--- src/rtl/fetch_pkg.sv ---
// Shared types and constants for the instruction-fetch PC stage.
// XLEN/XMSB mirror the global machine-width definitions.
package fetch_pkg;

    localparam int XLEN    = 64;
    localparam int XMSB    = XLEN - 1;
    localparam int INSN_W  = 32;
    localparam int PC_STEP = 4;

    typedef enum logic [1:0] {
        IDLE,
        FETCH,
        WAIT,
        DROP
    } fetch_state_t;

    // Instruction addresses are word aligned; low two bits are always cleared.
    function automatic logic [XMSB:0] align_pc(input logic [XMSB:0] addr);
        return addr & ~XLEN'(PC_STEP - 1);
    endfunction

endpackage

--- src/rtl/fetch_buf.sv ---
// One-entry instruction buffer between fetch and decode.
// Holds pc/insn stable while valid and not accepted; flush wins over load.
module fetch_buf
    import fetch_pkg::*;
#(
    parameter logic [XMSB:0] RESET_PC = 64'h0000_0000_8000_0000
) (
    input  logic              clk,
    input  logic              rst,
    input  logic              load,
    input  logic              flush,
    input  logic [XMSB:0]     ld_pc,
    input  logic [INSN_W-1:0] ld_insn,
    input  logic              ready,
    output logic              valid,
    output logic [XMSB:0]     pc,
    output logic [INSN_W-1:0] insn
);

    logic              vld_p0;
    logic [XMSB:0]     pc_p0;
    logic [INSN_W-1:0] insn_p0;

    always_ff @(posedge clk or posedge rst) begin
        if (rst) begin
            vld_p0  <= 1'b0;
            pc_p0   <= RESET_PC;
            insn_p0 <= '0;
        end else begin
            if (flush) begin
                vld_p0 <= 1'b0;
            end else if (load) begin
                vld_p0 <= 1'b1;
            end else if (ready) begin
                vld_p0 <= 1'b0;
            end

            if (load && !flush) begin
                pc_p0   <= ld_pc;
                insn_p0 <= ld_insn;
            end
        end
    end

    assign valid = vld_p0;
    assign pc    = pc_p0;
    assign insn  = insn_p0;

endmodule

--- src/rtl/fetch_pc.sv ---
// Fetch PC stage: one outstanding imem request, redirect handling and
// discard of responses made stale by a trap or branch redirect.
module fetch_pc
    import fetch_pkg::*;
#(
    parameter logic [XMSB:0] RESET_PC = 64'h0000_0000_8000_0000
) (
    input  logic              clk,
    input  logic              rst,
    input  logic              trap_en,
    input  logic [XMSB:0]     trap_pc,
    input  logic              br_en,
    input  logic [XMSB:0]     br_pc,
    output logic              imem_req,
    output logic [XMSB:0]     imem_addr,
    input  logic              imem_gnt,
    input  logic              imem_rvalid,
    input  logic [INSN_W-1:0] imem_rdata,
    output logic              if_valid,
    output logic [XMSB:0]     if_pc,
    output logic [INSN_W-1:0] if_insn,
    input  logic              if_ready
);

    localparam logic [XMSB:0] STEP = XLEN'(PC_STEP);

    fetch_state_t  state_q, state_d;
    logic [XMSB:0] pc_q, pc_d;

    logic          redirect;
    logic [XMSB:0] target;
    logic          buf_free;
    logic          gnt_acc;
    logic          buf_load;
    logic          buf_flush;

    assign redirect = trap_en | br_en;
    assign target   = align_pc(trap_en ? trap_pc : br_pc);
    assign buf_free = !if_valid || if_ready;

    // Request is held off while the buffer is occupied and not draining, so
    // a returning response always has a free slot to land in.
    assign imem_req  = (state_q == FETCH) && buf_free;
    assign imem_addr = pc_q;
    assign gnt_acc   = imem_req && imem_gnt;

    always_ff @(posedge clk or posedge rst) begin
        if (rst) begin
            state_q <= IDLE;
            pc_q    <= RESET_PC;
        end else begin
            state_q <= state_d;
            pc_q    <= pc_d;
        end
    end

    always_comb begin
        state_d   = state_q;
        pc_d      = pc_q;
        buf_load  = 1'b0;
        buf_flush = redirect;

        case (state_q)
            IDLE: begin
                state_d = FETCH;
            end

            FETCH: begin
                if (redirect) begin
                    pc_d    = target;
                    state_d = gnt_acc ? DROP : FETCH;
                end else if (gnt_acc) begin
                    state_d = WAIT;
                end
            end

            WAIT: begin
                if (redirect) begin
                    pc_d    = target;
                    state_d = imem_rvalid ? FETCH : DROP;
                end else if (imem_rvalid) begin
                    buf_load = 1'b1;
                    pc_d     = pc_q + STEP;
                    state_d  = FETCH;
                end
            end

            DROP: begin
                // The outstanding response belongs to a superseded address.
                if (redirect) begin
                    pc_d = target;
                end
                if (imem_rvalid) begin
                    state_d = FETCH;
                end
            end

            default: begin
                state_d = IDLE;
            end
        endcase
    end

    fetch_buf #(
        .RESET_PC (RESET_PC)
    ) u_buf (
        .clk     (clk),
        .rst     (rst),
        .load    (buf_load),
        .flush   (buf_flush),
        .ld_pc   (pc_q),
        .ld_insn (imem_rdata),
        .ready   (if_ready),
        .valid   (if_valid),
        .pc      (if_pc),
        .insn    (if_insn)
    );

endmodule

--- config.mk ---
export PLATFORM = sky130hd
export DESIGN_NAME = fetch_pc
export DESIGN_NICKNAME = d
export VERILOG_FILES = /design/src/rtl/fetch_pkg.sv /design/src/rtl/fetch_buf.sv /design/src/rtl/fetch_pc.sv
export SDC_FILE = /design/constraint.sdc
export NUM_CORES = 1
export LEC_CHECK = 0
export CORE_MARGIN = 5
export CORE_UTILIZATION = 49
export CTS_BUF_LIST = sky130_fd_sc_hd__clkbuf_16
export CTS_CLUSTER_DIAMETER = 60
export CTS_CLUSTER_SIZE = 20
export DETAILED_ROUTE_END_ITERATION = 8
export PLACE_DENSITY = 0.95
export SLEW_MARGIN = 15
export SYNTH_ARGS = -nofsm -noshare
export SYNTH_HDL_FRONTEND = slang
export SYNTH_SLANG_ARGS = --single-unit
--- constraint.sdc ---
create_clock -name clk -period 8.75 [get_ports clk]
set_clock_uncertainty 0.2 [all_clocks]
set_input_delay 1.75 -clock clk [delete_from_list [all_inputs] [get_ports clk]]
set_output_delay 1.75 -clock clk [all_outputs]
set_load 0.05 [all_outputs]
* Word-level counts from Yosys, hierarchy flattened
Cells that the tools add are included.
** Word-level totals
- Logic and storage cells :: 42
- Output and inout port bits :: 162
- Input port bits :: 167
- Flip-flop bits (word level) :: 163
** Operators by class
- $add $sub $neg :: 1
- Mux-type cells :: 18
- Reductions and logical operators :: 11
- Bitwise operators :: 1
- Eq/ne operators :: 6
** Operators with widths (number)
- two-way mux 64 bit :: 4
- one-hot mux 64 bit (2 select lines) :: 1
- adder 64 x 3 -> 64 bit, second input constant :: 1
- two-way mux 2 bit :: 6
- one-hot mux 2 bit (4 select lines) :: 1
- two-way mux 1 bit :: 6
- inequality test 3 x 2 -> 1 bit, second input constant :: 2
- == test 2 bit, second input constant :: 2
- logical AND 1 bit :: 3
- AND reduction 3 bit :: 1
- nonzero test 3 bit :: 1
- == test 2 x 1 -> 1 bit, second input constant :: 1
- logical NOT 1 bit :: 2
- logical NOT 2 bit :: 1
- inequality test 2 x 1 -> 1 bit, second input constant :: 1
- nonzero test 2 bit :: 1
- OR reduction 2 bit :: 1
- logical OR 1 bit :: 1
- bitwise OR 1 bit :: 1

* Depth between registers and ports, before layout
Gate-level depths: netlist of the first run.
- Depth in word-level cells :: 7
- Gate-level depth with buffers :: 8
- Mapped depth without buffers :: 6

* By module
A second synthesis of the first run with hierarchy kept.
** Second synthesis, totals
- Cells, all modules :: 846
- Area, all modules :: 8969.9 µm²
** By module, submodules not included
- fetch_pc :: cells an instance 637, seq. area each 1602.8 µm², area each 5153.7 µm², instances 1
- fetch_buf :: cells an instance 209, seq. area each 2428.6 µm², area each 3816.2 µm², instances 1

* Least setup slack after synthesis of the first run
OpenSTA, ideal clock, no wires.
- Path kind :: in2out
- Start :: input port if_ready
- End :: output port imem_req
- Required time :: 6.800 ns
- Setup slack :: 3.808 ns
- Cell stages on the path :: 2
- Arrival time :: 2.992 ns
- Buffers on the path :: 0
- Cell sequence :: nor2b_1 -> nor3b_1
** On the way
- Cells in the longest elaborated chain, start to end :: 2
** RTL lines
- start, declared :: RTL line fetch_pc.sv:22 : input logic if_ready
- logical OR 1 bit :: RTL line fetch_pc.sv:39 : assign buf_free = !if_valid || if_ready;
- logical AND 1 bit :: RTL line fetch_pc.sv:43 : assign imem_req = (state_q == FETCH) && buf_free;
- end, declared :: RTL line fetch_pc.sv:14 : output logic imem_req,
No other way between the ends.

* Worst setup path in the final report of the first run
Same ends and word-level chain as after synthesis.

==> results of run 1 <==
-- per-layer routing --
layer | routed length, µm | up-vias | global-route usage (%)
met5 | 0 | - | 0
met4 | 1100 | 0 | 11.8
met3 | 2620 | 95 | 5.82
met2 | 15700 | 531 | 48.7
met1 | 12100 | 4503 | 37.4
li1 | - | 4221 | -
-- final cells by class --
type | instances | area share [%]
Clock buffer | 17 | 3.37
Clock inverter | 14 | 1.36
Multi-Input combinational cell | 802 | 35.4
Tap cell | 229 | 2.27
Antenna cell | 1 | 0.0198
Timing Repair Buffer | 328 | 25.8
Inverter | 6 | 0.218
Sequential cell | 159 | 31.6
-- worst min-delay path: cells and delay by family, from the launching register on --
kind,cells,cell delay (ps)
flip-flops,1,370
AND/OR/NAND/NOR,2,100
-- synthesized netlist by cell type (3+ instances only) --
cell	instances
or4_1	12
o21ai_0	33
dfrtp_1	157
o22ai_1	14
nor2b_1	4
mux2i_1	44
nand3_1	43
a21oi_1	53
clkbuf_1	36
nor4_1	10
nand2_1	335
a2bb2oi_1	9
o311ai_0	4
nor4_2	3
a32oi_1	3
a211oi_1	6
o211ai_1	13
nand2b_1	3
nand4_1	34
nor3_1	29
mux2_2	19
or3_1	5
a31o_2	3
a311oi_1	4
o22a_1	6
nor2_1	42
buf_2	25
a22o_1	3
buf_1	11
a31oi_1	6
and2_1	6
buf_4	7
and4_1	8
clkbuf_2	4
and3_1	11
inv_1	6
-- registers in the layout, indices dropped and copies added (netlist names) --
register and cells:
u_buf.valid 1, u_buf.insn 32, state_q 2, u_buf.pc 62, imem_addr 62
-- layout by cell type, fill, tap and decap left out, drive strengths merged, types with 9 or more instances in the layout --
master / netlist / routed
a21oi: 53 / 53
a2bb2oi: 9 / 9
and3: 11 / 11
and4: 10 / 10
buf: 44 / 9
clkbuf: 40 / 17
clkdlybuf4s50: 0 / 319
dfrtp: 157 / 157
inv: 6 / 9
mux2: 19 / 19
mux2i: 44 / 44
nand2: 335 / 335
nand3: 44 / 44
nand4: 37 / 37
nor2: 42 / 42
nor3: 30 / 30
nor4: 15 / 15
o211ai: 13 / 13
o21ai: 33 / 33
o22ai: 14 / 14
or4: 13 / 13
-- worst paths after layout --
path,cells after the start,end
worst max-delay path,4,imem_req
worst min-delay path,2,u_buf.pc[31]
worst max register to register,5,imem_addr[49]
worst min register to register,2,u_buf.pc[31]
max in group asynchronous,3,imem_addr[14]
min in group asynchronous,2,u_buf.pc[27]
-- cells by family after synthesis --
family,share of synthesized area [%]
AND/OR/NAND/NOR,29.9
adder cells (fa/ha/maj),0.142
other,0.0426
flip-flops,45.2
AO/OA/AOI/OAI,12.6
multiplexers,7.44
buffers and inverters,4.63
-- metrics by stage --
step / std cells / utilization (%) / area (µm²) / power [mW]
after global placement: 1524 / 67.3 / 12000 / 1.79
after floorplan: 1051 / - / 8810 / 1.46
after CTS: 1555 / 70.7 / 12600 / 2.57
after detailed placement: 1524 / 67.3 / 12000 / 1.81
after global routing: 1555 / 70.7 / 12600 / 2.66
final: 1556 / 70.7 / 12600 / 2.57
-- power groups by stage --
stage	clock (mW)	sequential (mW)	combinational, mW
6_report	0.762	0.951	0.854
5_1_grt	0.802	0.963	0.895
4_1_cts	0.768	0.946	0.857
3_5_place_dp	0	0.958	0.854
3_3_place_gp	0	0.951	0.837
2_1_floorplan	0	1.25	0.211
==> summary.md, run 1 <==
| Metric | Value |
|---|---|
| Setup Viol. Count Final | `0` |
| Synth unique cells | `64` |
| Tmin final | `5330 ps` |
| Place WS | `3450 ps` |
| Vias in the first global route | `9,012` |
| CTS max path bufs | `2` |
| Area Overhead vs Synth | `43.3%` |
| Die Wd | `144 µm` |
| Initial Utilization | `49.3%` |
| Slowest stage cell, crit path | `clkdlybuf4s50_1` |
| CP max FO | `2` |
| Syn Inst Count | `1,048` |
| Num CTS Buffers | `17` |
| First-pass GRT wire length | `47,800 µm` |
| Yosys Warn Count | `0` |
| Share of cells above drive strength 1 | `6.41%` |
| Post-synth EDFFs | `0` |
| Largest net degree at the start of global routing | `110` |
| Drt drc | `0` |
| Status | `completed` |
| Max Fclk | `188 MHz` |
| Yosys top cell area share | `44.6%` |
| Crit path from | `if_ready` |
| Final Hold Vio Count | `0` |
| Worst hold slack | `263 ps` |
| CTS Root Cell | `clkbuf_16` |
| Via density | `6.01` |
| DR iter-0 viols | `861` |
| Hold Path Origin | `u_buf.pc[31]` |
| Final WS setup | `3420 ps` |
| Sequential group share of total power | `37.0%` |
| Area contributors post-synth | `dfrtp_1 45%, nand2_1 14%, mux2i_1 5.0%` |
| Critical Path, Cell by Cell | `clkdlybuf4s50_1, nor2b_1, nor3b_1, clkdlybuf4s50_1` |
| CP most frequent cell | `clkdlybuf4s50_1` |
| Slew headroom | `23.4%` |
| Synth Flop Type | `dfrtp_1` |
| Asr flop ratio synth | `100%` |
| Min-delay worst type | `reg2reg` |
| Final critical-path share of the clock period | `61.0%` |
| Critical path class | `in2out` |
| RePlAce Congestion | `0.845` |
| Power per cell area | `203 nW/µm²` |
| Reg2reg start | `imem_addr[23]` |
| Hold Buf Count CTS | `0` |
| Worst setup SP type | `primary input` |
| Crit path DAT | `3380 ps` |
| 1st-pass router iterations | `7` |
| Slew @ Worst Pin | `1150 ps` |
| WP data required | `6800 ps` |
| Mapped cell area | `8800 µm²` |
| R2R setup slack | `5640 ps` |
| Leakage | `5.50 nW` |
| Grt total ovfl | `0` |
| Nets | `1,482` |
| Critical path's top delay family | `buffers and inverters` |
| Seq/Total Area, Yosys | `45.2%` |
| Clk_lat worst skew | `430 ps` |
| Filler cells | `1,359` |
| Via count | `9,350` |
| CP endpoint kind | `output pin` |
| Die Ht | `144 µm` |
| Die ar. | `20,700 µm²` |
| Clock sinks | `159` |
| #FFs+latches synth | `159` |
| Reg area | `3980 µm²` |
| Post-DP HPWL | `22,100 µm` |
| RSZ-0062 raised after global routing | `false` |
| Sw Ratio | `38.4%` |
| # IOs | `329` |
| WL per Instance | `20.3 µm` |
| Worst path bufs/invs | `2` |
| Slew Limit Fails | `0` |
| Max VDD drop | `0.158 mV` |
| Post CTS Setup Buffer Count | `0` |
| Setup TNS | `0 ps` |
| Port buffer count | `320` |
| Number of core rows | `49` |
| Worst-path clk slew | `60 ps` |
| Post-Syn Area per Cell | `8.40 µm²` |
| Initial antenna violation count | `0` |
| DRT antenna net count | `0` |
| PostCTS Resize Cnt | `0` |
| Max_cap viols | `0` |
| H-tree levels | `4` |
| Multi-input logic area | `4460 µm²` |
| Clock power frac | `29.7%` |
| Logic pwr share | `33.3%` |
| Core area | `17,800 µm²` |
| Routed WL | `31,500 µm` |
| Switching pwr | `0.985 mW` |
| Global Route Usage Sum | `29.2%` |
| Worst stage delay on the critical path | `870 ps` |
| Area leader, netlist | `dfrtp_1` |
| CTS tree | `yes` |
| Power Internal | `1.58 mW` |
No activity file was read; power rests on OpenSTA's default activity.
==> run 2: changes to the inputs <==
--- a/config.mk
+++ b/config.mk
@@ -6,12 +6,12 @@
 export NUM_CORES = 1
 export LEC_CHECK = 0
 export CORE_MARGIN = 5
-export CORE_UTILIZATION = 49
+export CORE_UTILIZATION = 45
 export CTS_BUF_LIST = sky130_fd_sc_hd__clkbuf_16
 export CTS_CLUSTER_DIAMETER = 60
 export CTS_CLUSTER_SIZE = 20
 export DETAILED_ROUTE_END_ITERATION = 8
-export PLACE_DENSITY = 0.95
+export PLACE_DENSITY = 0.92
 export SLEW_MARGIN = 15
 export SYNTH_ARGS = -nofsm -noshare
 export SYNTH_HDL_FRONTEND = slang
==> constraint.sdc (replaced) <==
create_clock -name clk -period 5.1 [get_ports clk]
set_clock_uncertainty 0.2 [all_clocks]
set_input_delay 1.02 -clock clk [delete_from_list [all_inputs] [get_ports clk]]
set_output_delay 1.02 -clock clk [all_outputs]
set_load 0.05 [all_outputs]
==> summary.md, run 2 (synthesized netlist as in run 1, its figures left out) <==
| Metric | Value |
|---|---|
| RSZ-0062 raised after global routing | `false` |
| # IOs | `329` |
| Area Overhead vs Synth | `43.9%` |
| Power Internal | `2.63 mW` |
| Drt drc | `0` |
| Routed WL | `30,700 µm` |
| Grt total ovfl | `0` |
| Global Route Usage Sum | `26.9%` |
| Sw Ratio | `39.2%` |
| Place WS | `1220 ps` |
| Filler cells | `1,555` |
| CTS max path bufs | `2` |
| Core area | `19,300 µm²` |
| Vias in the first global route | `9,084` |
| Setup TNS | `0 ps` |
| Die Ht | `150 µm` |
| Setup Viol. Count Final | `0` |
| Slew headroom | `23.2%` |
| Slew Limit Fails | `0` |
| Reg area | `3980 µm²` |
| Max Fclk | `257 MHz` |
| Nets | `1,485` |
| DR iter-0 viols | `903` |
| Leakage | `5.50 nW` |
| Status | `completed` |
| Worst setup SP type | `primary input` |
| Diodes inserted | `0` |
| Via density | `5.76` |
| Final critical-path share of the clock period | `76.4%` |
| Share of cells above drive strength 1 | `6.69%` |
| CP endpoint kind | `output pin` |
| Final Hold Vio Count | `0` |
| Via count | `9,185` |
| Slew @ Worst Pin | `1150 ps` |
| Die Wd | `150 µm` |
| Initial antenna violation count | `0` |
| WL per Instance | `19.2 µm` |
| Initial Utilization | `45.5%` |
| Min-delay worst type | `reg2reg` |
| Crit path DAT | `2680 ps` |
| Power per cell area | `341 nW/µm²` |
| Final WS setup | `1200 ps` |
| Multi-input logic area | `4460 µm²` |
| CP max FO | `2` |
| H-tree levels | `4` |
| Number of core rows | `51` |
| WP data required | `3880 ps` |
| Post-DP HPWL | `22,000 µm` |
| PostCTS Resize Cnt | `0` |
| Num CTS Buffers | `17` |
| DRT antenna net count | `0` |
| Die ar. | `22,500 µm²` |
| RePlAce Congestion | `0.888` |
| Clk_lat worst skew | `420 ps` |
| Post CTS Setup Buffer Count | `0` |
| First-pass GRT wire length | `48,100 µm` |
| CTS Root Cell | `clkbuf_16` |
| Max VDD drop | `0.247 mV` |
| Max_cap viols | `0` |
| Worst-path clk slew | `60 ps` |
| Port buffer count | `320` |
| Critical path class | `in2out` |
| Clock power frac | `28.5%` |
| Hold Buf Count CTS | `0` |
| Largest net degree at the start of global routing | `92` |
| 1st-pass router iterations | `6` |
| Commonest non-fill, non-tap cell in the layout | `nand2_1` |
| Sequential group share of total power | `37.6%` |
| Clock sinks | `159` |
| Logic pwr share | `33.9%` |
| Tmin final | `3900 ps` |
| Switching pwr | `1.70 mW` |
| Most frequent cells in the layout | `334 x nand2_1, 319 x clkdlybuf4s50_1, 157 x dfrtp_1, 53 x a21oi_1, 44 x mux2i_1` |
| CTS tree | `yes` |
==> run 2: cell types whose count changed in the layout (fill, tap and decap cells not counted), sizes merged <==
cell and change:
diode -1, clkinv +3, inv -1, bufinv -2, clkinvlp +1, buf +3
==> run 2: power by group through the flow <==
| stage | Sequential [mW] | Clock (mW) | Combinational [mW] |
|---|---|---|---|
| after floorplan | 2.14 | 0 | 0.362 |
| after global placement | 1.63 | 0 | 1.45 |
| after detailed placement | 1.64 | 0 | 1.47 |
| after CTS | 1.62 | 1.24 | 1.47 |
| after global routing | 1.65 | 1.31 | 1.54 |
| final | 1.62 | 1.23 | 1.47 |
==> run 2: worst paths after layout <==
path	to	depth (start not counted)	start	slack, ps
min reg2reg	u_buf.pc[31]	2	u_buf.pc[31]	260
max reg2reg	imem_addr[49]	5	imem_addr[23]	2070
max in group asynchronous	u_buf.pc[31]	3	rst	2880
max	imem_req	4	if_ready	1200
min in group asynchronous	u_buf.insn[11]	2	rst	870
min	u_buf.pc[31]	2	u_buf.pc[31]	260
==> run 2: per-stage QoR <==
step	cell area (µm²)	util, %	instances	power, mW	hold slack (ps)
3_3_place_gp	12100	62.6	1563	3.07	246
5_1_grt	12700	65.5	1595	4.50	284
2_1_floorplan	8820	-	1051	2.50	364
3_5_place_dp	12100	62.6	1563	3.11	255
6_report	12700	65.5	1595	4.32	261
4_1_cts	12700	65.5	1595	4.34	266
==> run 2: cell type report <==
class | instances | share of cell area [%]
Multi-Input combinational cell | 802 | 35.2
Sequential cell | 159 | 31.4
Timing Repair Buffer | 331 | 26.1
Clock buffer | 17 | 3.36
Tap cell | 265 | 2.62
Clock inverter | 15 | 1.10
Inverter | 6 | 0.207
==> run 2: routing by layer <==
layer	vias to the layer above	GRT usage [%]	part of all wire, %
met5	-	0	0
met4	0	10.8	3.6
met3	92	5.60	8.4
met2	507	44.8	49
met1	4349	34.3	39
li1	4237	-	-
==> run 2: critical path: stages <==
cell             delay [ps]
clkdlybuf4s50_1         460
nor2b_1                  50
nor3b_1                 270
clkdlybuf4s50_1         870
